### src/rtl/tl_pkg.sv
// Shared types and constants for the intersection scheduler.
package tl_pkg;

  // Controller states; AR is the all-red clearance between phases.
  typedef enum logic [2:0] {
    NS_G = 3'd0,
    NS_Y = 3'd1,
    EW_G = 3'd2,
    EW_Y = 3'd3,
    PED  = 3'd4,
    AR   = 3'd5
  } state_t;

  // Phase IDs double as bit positions in the pend vector {ped, ew, ns}.
  localparam logic [1:0] PH_NS  = 2'd0;
  localparam logic [1:0] PH_EW  = 2'd1;
  localparam logic [1:0] PH_PED = 2'd2;

  // Timing defaults, in ticks.
  localparam int G_MIN_DEF     = 3;
  localparam int Y_TIME_DEF    = 2;
  localparam int AR_TIME_DEF   = 1;
  localparam int WALK_TIME_DEF = 4;

  // State that serves a given phase.
  function automatic state_t phase_state(input logic [1:0] ph);
    case (ph)
      PH_NS:   return NS_G;
      PH_EW:   return EW_G;
      default: return PED;
    endcase
  endfunction

endpackage

### src/rtl/phase_timer.sv
// Tick counter for the current phase: clear, advance on tick, optional
// saturation at limit-1, and a "count == limit-1" flag.
module phase_timer (
  input  logic       clk,
  input  logic       rst,
  input  logic       en,
  input  logic       clr,
  input  logic       sat,
  input  logic [3:0] limit,
  output logic       at_last
);

  logic [3:0] cnt;

  // limit is always 1..15, so limit-1 never underflows.
  assign at_last = (cnt == limit - 4'd1);

  // Counter register: clear has priority; saturating phases hold at limit-1,
  // other phases leave before reaching it, so the count never wraps.
  always_ff @(posedge clk) begin
    if (rst || clr) begin
      cnt <= 4'd0;
    end else if (en && !(sat && at_last)) begin
      cnt <= cnt + 4'd1;
    end
  end

endmodule

### src/rtl/intersection_sched.sv
// Two-road traffic light scheduler with a pedestrian phase, all-red
// clearance between phases and round-robin service of latched requests.
module intersection_sched
  import tl_pkg::*;
#(
  parameter int G_MIN     = G_MIN_DEF,
  parameter int Y_TIME    = Y_TIME_DEF,
  parameter int AR_TIME   = AR_TIME_DEF,
  parameter int WALK_TIME = WALK_TIME_DEF
) (
  input  logic       clk,
  input  logic       rst,
  input  logic       tick,
  input  logic       ns_req,
  input  logic       ew_req,
  input  logic       ped_req,
  output logic       ns_g,
  output logic       ns_y,
  output logic       ns_r,
  output logic       ew_g,
  output logic       ew_y,
  output logic       ew_r,
  output logic       ped_walk,
  output logic [2:0] pend
);

  state_t     state, state_n;
  logic [1:0] last, last_n;
  logic [2:0] pend_n, req_m, clr_m;
  logic [3:0] limit;
  logic       at_last, changed, in_green;
  logic [1:0] pick, cand;
  logic       found;

  assign in_green = (state == NS_G) || (state == EW_G);
  assign changed  = (state_n != state);

  phase_timer u_timer (
    .clk     (clk),
    .rst     (rst),
    .en      (tick),
    .clr     (changed),
    .sat     (in_green),
    .limit   (limit),
    .at_last (at_last)
  );

  // Duration limit for the current state.
  always_comb begin
    limit = 4'(AR_TIME);
    case (state)
      NS_G, EW_G: limit = 4'(G_MIN);
      NS_Y, EW_Y: limit = 4'(Y_TIME);
      PED:        limit = 4'(WALK_TIME);
      default:    limit = 4'(AR_TIME);
    endcase
  end

  // Round-robin pick: first pending phase after the last served one;
  // with nothing pending, fall back to the last vehicle green (NS after PED).
  always_comb begin
    pick  = (last == PH_PED) ? PH_NS : last;
    found = 1'b0;
    cand  = PH_NS;
    for (int i = 1; i <= 3; i++) begin
      cand = 2'((int'(last) + i) % 3);
      if (!found && pend[cand]) begin
        found = 1'b1;
        pick  = cand;
      end
    end
  end

  // Next-state logic; transitions happen only on tick cycles.
  always_comb begin
    state_n = state;
    if (tick) begin
      case (state)
        NS_G: if (at_last && (pend[PH_EW] || pend[PH_PED])) state_n = NS_Y;
        EW_G: if (at_last && (pend[PH_NS] || pend[PH_PED])) state_n = EW_Y;
        NS_Y, EW_Y, PED: if (at_last) state_n = AR;
        AR:   if (at_last) state_n = phase_state(pick);
        default: state_n = NS_G;
      endcase
    end
  end

  // Request latching: requests for the phase being served are dropped,
  // and entering a phase clears its bit even against a same-cycle request.
  always_comb begin
    req_m = {ped_req & (state != PED), ew_req & (state != EW_G), ns_req & (state != NS_G)};
    clr_m  = 3'b000;
    last_n = last;
    if (changed) begin
      case (state_n)
        NS_G: begin clr_m[PH_NS]  = 1'b1; last_n = PH_NS;  end
        EW_G: begin clr_m[PH_EW]  = 1'b1; last_n = PH_EW;  end
        PED:  begin clr_m[PH_PED] = 1'b1; last_n = PH_PED; end
        default: ;
      endcase
    end
    pend_n = (pend | req_m) & ~clr_m;
  end

  // State, request and last-served registers.
  always_ff @(posedge clk) begin
    if (rst) begin
      state <= NS_G;
      pend  <= 3'b000;
      last  <= PH_NS;
    end else begin
      state <= state_n;
      pend  <= pend_n;
      last  <= last_n;
    end
  end

  // Moore lamp decode.
  always_comb begin
    {ns_g, ns_y, ns_r, ew_g, ew_y, ew_r, ped_walk} = 7'b0;
    case (state)
      NS_G:    begin ns_g = 1'b1; ew_r = 1'b1; end
      NS_Y:    begin ns_y = 1'b1; ew_r = 1'b1; end
      EW_G:    begin ew_g = 1'b1; ns_r = 1'b1; end
      EW_Y:    begin ew_y = 1'b1; ns_r = 1'b1; end
      PED:     begin ns_r = 1'b1; ew_r = 1'b1; ped_walk = 1'b1; end
      default: begin ns_r = 1'b1; ew_r = 1'b1; end
    endcase
  end

endmodule

### config.mk
export PLATFORM = sky130hd
export DESIGN_NAME = intersection_sched
export DESIGN_NICKNAME = d
export VERILOG_FILES = /design/src/rtl/tl_pkg.sv /design/src/rtl/phase_timer.sv /design/src/rtl/intersection_sched.sv
export SDC_FILE = /design/constraint.sdc
export NUM_CORES = 1
export LEC_CHECK = 0
export BUFFER_PORTS_ARGS = -buffer_cell sky130_fd_sc_hd__buf_2
export CAP_MARGIN = 0
export CORE_MARGIN = 1
export CORE_UTILIZATION = 53
export CTS_CLUSTER_SIZE = 28
export DETAILED_ROUTE_END_ITERATION = 12
export PLACE_DENSITY_LB_ADDON = 0.12
export SLEW_MARGIN = 10
export SYNTH_ARGS = -nofsm -noshare
export SYNTH_HDL_FRONTEND = slang
export SYNTH_SLANG_ARGS = --single-unit
### constraint.sdc
create_clock -name clk -period 2.7 [get_ports clk]
set_clock_uncertainty 0.05 [all_clocks]
set_input_delay 0 -clock clk [delete_from_list [all_inputs] [get_ports clk]]
set_output_delay 0 -clock clk [all_outputs]
set_load 0.01 [all_outputs]
==> impl_metrics.env <==
export IMPL_status="finished, final reports clean"
export IMPL_critPathBufInv=1
export IMPL_die_w_um=44.6
export IMPL_async_flop_share_pct=0
export IMPL_final_util_pct=65.5
export IMPL_grt_usage_pct=25.1
export IMPL_cts_root_buffer="clkbuf_4"
export IMPL_fin_setup_tns_ns=0
export IMPL_num_rows=15
export IMPL_antenna_found_initial=0
export IMPL_p_per_area_mw_per_mm2=358
export IMPL_htreeDepth=1
export IMPL_cpMaxStageDelayCell="or4b_4"
export IMPL_crit_chain="inv_1 > ha_1 > or2b_1 > a21boi_2 > or4b_4 > a221oi_4 > nand3_2 > a311oi_2"
export IMPL_syn_area_um2=962
export IMPL_cts_sinks=12
export IMPL_netlist_cell_type_count=40
export IMPL_routed_via_density=5.57
export IMPL_clock_latency_ns=0.26
export IMPL_layout_nets=160
export IMPL_cp_data_arrival_time_ns=2.67
export IMPL_cts_made_buffers=3
export IMPL_synth_cells=128
export IMPL_cts_buffer_depth=2
export IMPL_cp_start_kind="register"
export IMPL_grt_overflow=0
export IMPL_hold_violations=0
export IMPL_max_clock_freq_ghz=0.394
export IMPL_ys_warn_count=0
export IMPL_grt_pass1_vias=818
export IMPL_antenna_left=0
export IMPL_drv_cap=0
export IMPL_syn_to_final_growth_pct=16.3
export IMPL_dp_hpwl_mm=1.67
export IMPL_vias=952
export IMPL_grt_pass1_wl_mm=3.63
export IMPL_worstPathMaxFanout=8
export IMPL_endpoint_kind="register"
export IMPL_critPathTopFamily="simple AND/OR/NAND/NOR gates"
export IMPL_peakVddDrop_uv=293
export IMPL_grt_max_degree=13
export IMPL_portBuffers=15
export IMPL_drtIter0Drc=14
export IMPL_start_util_pct=56.3
export IMPL_core_area_mm2=0.00171
export IMPL_synthFlopType="dfxtp_1"
export IMPL_syn_num_nets=140
export IMPL_drive_gt1_share_pct=21.2
export IMPL_slew_headroom_pct=72.9
export IMPL_hold_class="primary input to register"
export IMPL_clkTransAtPathRegs_ns=0.07
export IMPL_fillers=153
export IMPL_antennaDiodeCount=0
export IMPL_die_area_mm2=0.00199
export IMPL_die_h_um=44.6
export IMPL_wl_mm=2.21
export IMPL_cts_tree="done"
export IMPL_dr_pass1_iters=4
export IMPL_tightestPinTransition_ns=0.396
export IMPL_rsz0062_at_grt="no"
export IMPL_synth_seq_area_share_pct=25.0
export IMPL_ios=16
export IMPL_drc=0
export IMPL_min_period_over_period_pct=94.0
export IMPL_gp_congestion=0.891
export IMPL_criticalPathCategory="register to register"
export IMPL_drv_slew=0
export IMPL_critPathMaxStageDelay_ns=0.55
export IMPL_critical_path_required_ns=2.83
export IMPL_synth_edff_count=0
export IMPL_syn_area_per_cell_um2=7.52
export IMPL_wl_per_cell_um=12.9
export IMPL_p_leak_nw=0.464
export IMPL_setup_viol=0
export IMPL_synth_seq_cells=12
export IMPL_post_route_min_period_ns=2.54
export IMPL_post_cts_buffers=0
## placed cells by master, fill, tap and decap left out, drive strengths merged, types with 3 or more instances in the layout
cell type   n
buf        19
nand2      14
nor2       12
dfxtp      12
a21oi      11
inv         7
ha          6
nand3       6
o21ai       5
nor3        5
and2        4
nand2b      3
or2         3
or2b        3
nor2b       3
xnor2       3
clkbuf      3
## final cells by class
class,instances,area (µm²),area share [%]
Clock buffer,3,22.5,2.01
Timing Repair Buffer,21,125,11.2
Sequential cell,12,241,21.6
Multi-Input combinational cell,103,672,60.1
Tap cell,25,31.3,2.80
Inverter,7,26.3,2.35
## power by group
part           switching [mW]  leakage (nW)  total (mW)  internal [mW]
Clock                  0.0561        0.0138       0.108         0.0515
Combinational          0.0458         0.352      0.0873         0.0415
Sequential             0.0194        0.0983       0.206          0.186
Total                   0.121         0.464       0.401          0.279
## cells by family after synthesis
family | synth area share (%)
compound gates | 26.0
xor+xnor | 3.64
fa+ha+maj | 7.80
buf+inv | 5.20
flops | 25.0
mux | 1.04
simple gates | 31.3
## worst paths after layout
check | startpoint | endpoint | slack [ns] | depth (start not counted)
setup / recovery | last[0] | pend[0] | 0.16 | 8
hold / removal | ns_req | pend[0] | 0.04 | 3
setup reg to reg | last[0] | pend[0] | 0.16 | 8
hold reg to reg | last[0] | last[0] | 0.46 | 2
## worst register-to-register path: cells and delay by family, from the launching register on
kind | cells | cell delay [ns]
AND/OR/NAND/NOR | 3 | 0.92
flip-flops | 1 | 0.37
adder cells (fa/ha/maj) | 1 | 0.38
AO/OA/AOI/OAI | 3 | 0.65
buffers and inverters | 1 | 0.08
## per-stage QoR
| stage | power, mW | instance area [µm²] | cells | setup WS, ns | hold slack, ns |
|---|---|---|---|---|---|
| after global placement | 0.291 | 1070 | 166 | 0.182 | 0.246 |
| after floorplan | 0.268 | 962 | 128 | 0.286 | 0.155 |
| after detailed placement | 0.294 | 1070 | 166 | 0.0970 | 0.249 |
| after global routing | 0.424 | 1120 | 171 | 0.0429 | 0.0313 |
| after CTS | 0.404 | 1120 | 171 | 0.0672 | 0.0138 |
| final | 0.401 | 1120 | 171 | 0.161 | 0.0369 |
## metal layers
metal	vias to the layer above	wire (µm)	part of all wire (%)	track usage, %
li1	489	-	-	-
met1	445	1040	47	32.4
met2	16	1090	49	42.1
met3	2	62	2.8	2.45
met4	0	14	0.63	10.9
met5	-	0	0	0
## flip-flops by register name (all words and copies together) (netlist names)
name / count
last: 2
state: 3
u_timer.cnt: 4
pend: 3
## Yosys cell counts (2+ instances only)
| master | n | share of area (%) |
|---|---|---|
| nand2_1 | 14 | 5.5 |
| and3_1 | 2 | 1.3 |
| o21ai_0 | 5 | 2.6 |
| dfxtp_1 | 12 | 25 |
| nor2_1 | 12 | 4.7 |
| clkbuf_1 | 4 | 1.6 |
| xnor2_1 | 3 | 2.7 |
| a211oi_1 | 2 | 1.6 |
| o21bai_1 | 2 | 1.6 |
| nor2b_1 | 3 | 2.0 |
| and2_1 | 4 | 2.6 |
| nand2b_1 | 3 | 2.0 |
| nand3_1 | 5 | 2.6 |
| or2b_1 | 3 | 2.3 |
| ha_1 | 6 | 7.8 |
| or2_2 | 3 | 2.0 |
| inv_1 | 7 | 2.7 |
| a21oi_1 | 11 | 5.7 |
| nor3_1 | 5 | 2.6 |
| a31oi_1 | 2 | 1.3 |
## repair_timing
action | CTS | global route
endpoints found under the hold margin | 6 | 0
gates resized for setup | 0 | 1
hold buffers | 2 | 0
endpoints found under the setup margin | 0 | 1
(Power assumes the default switching activity.)
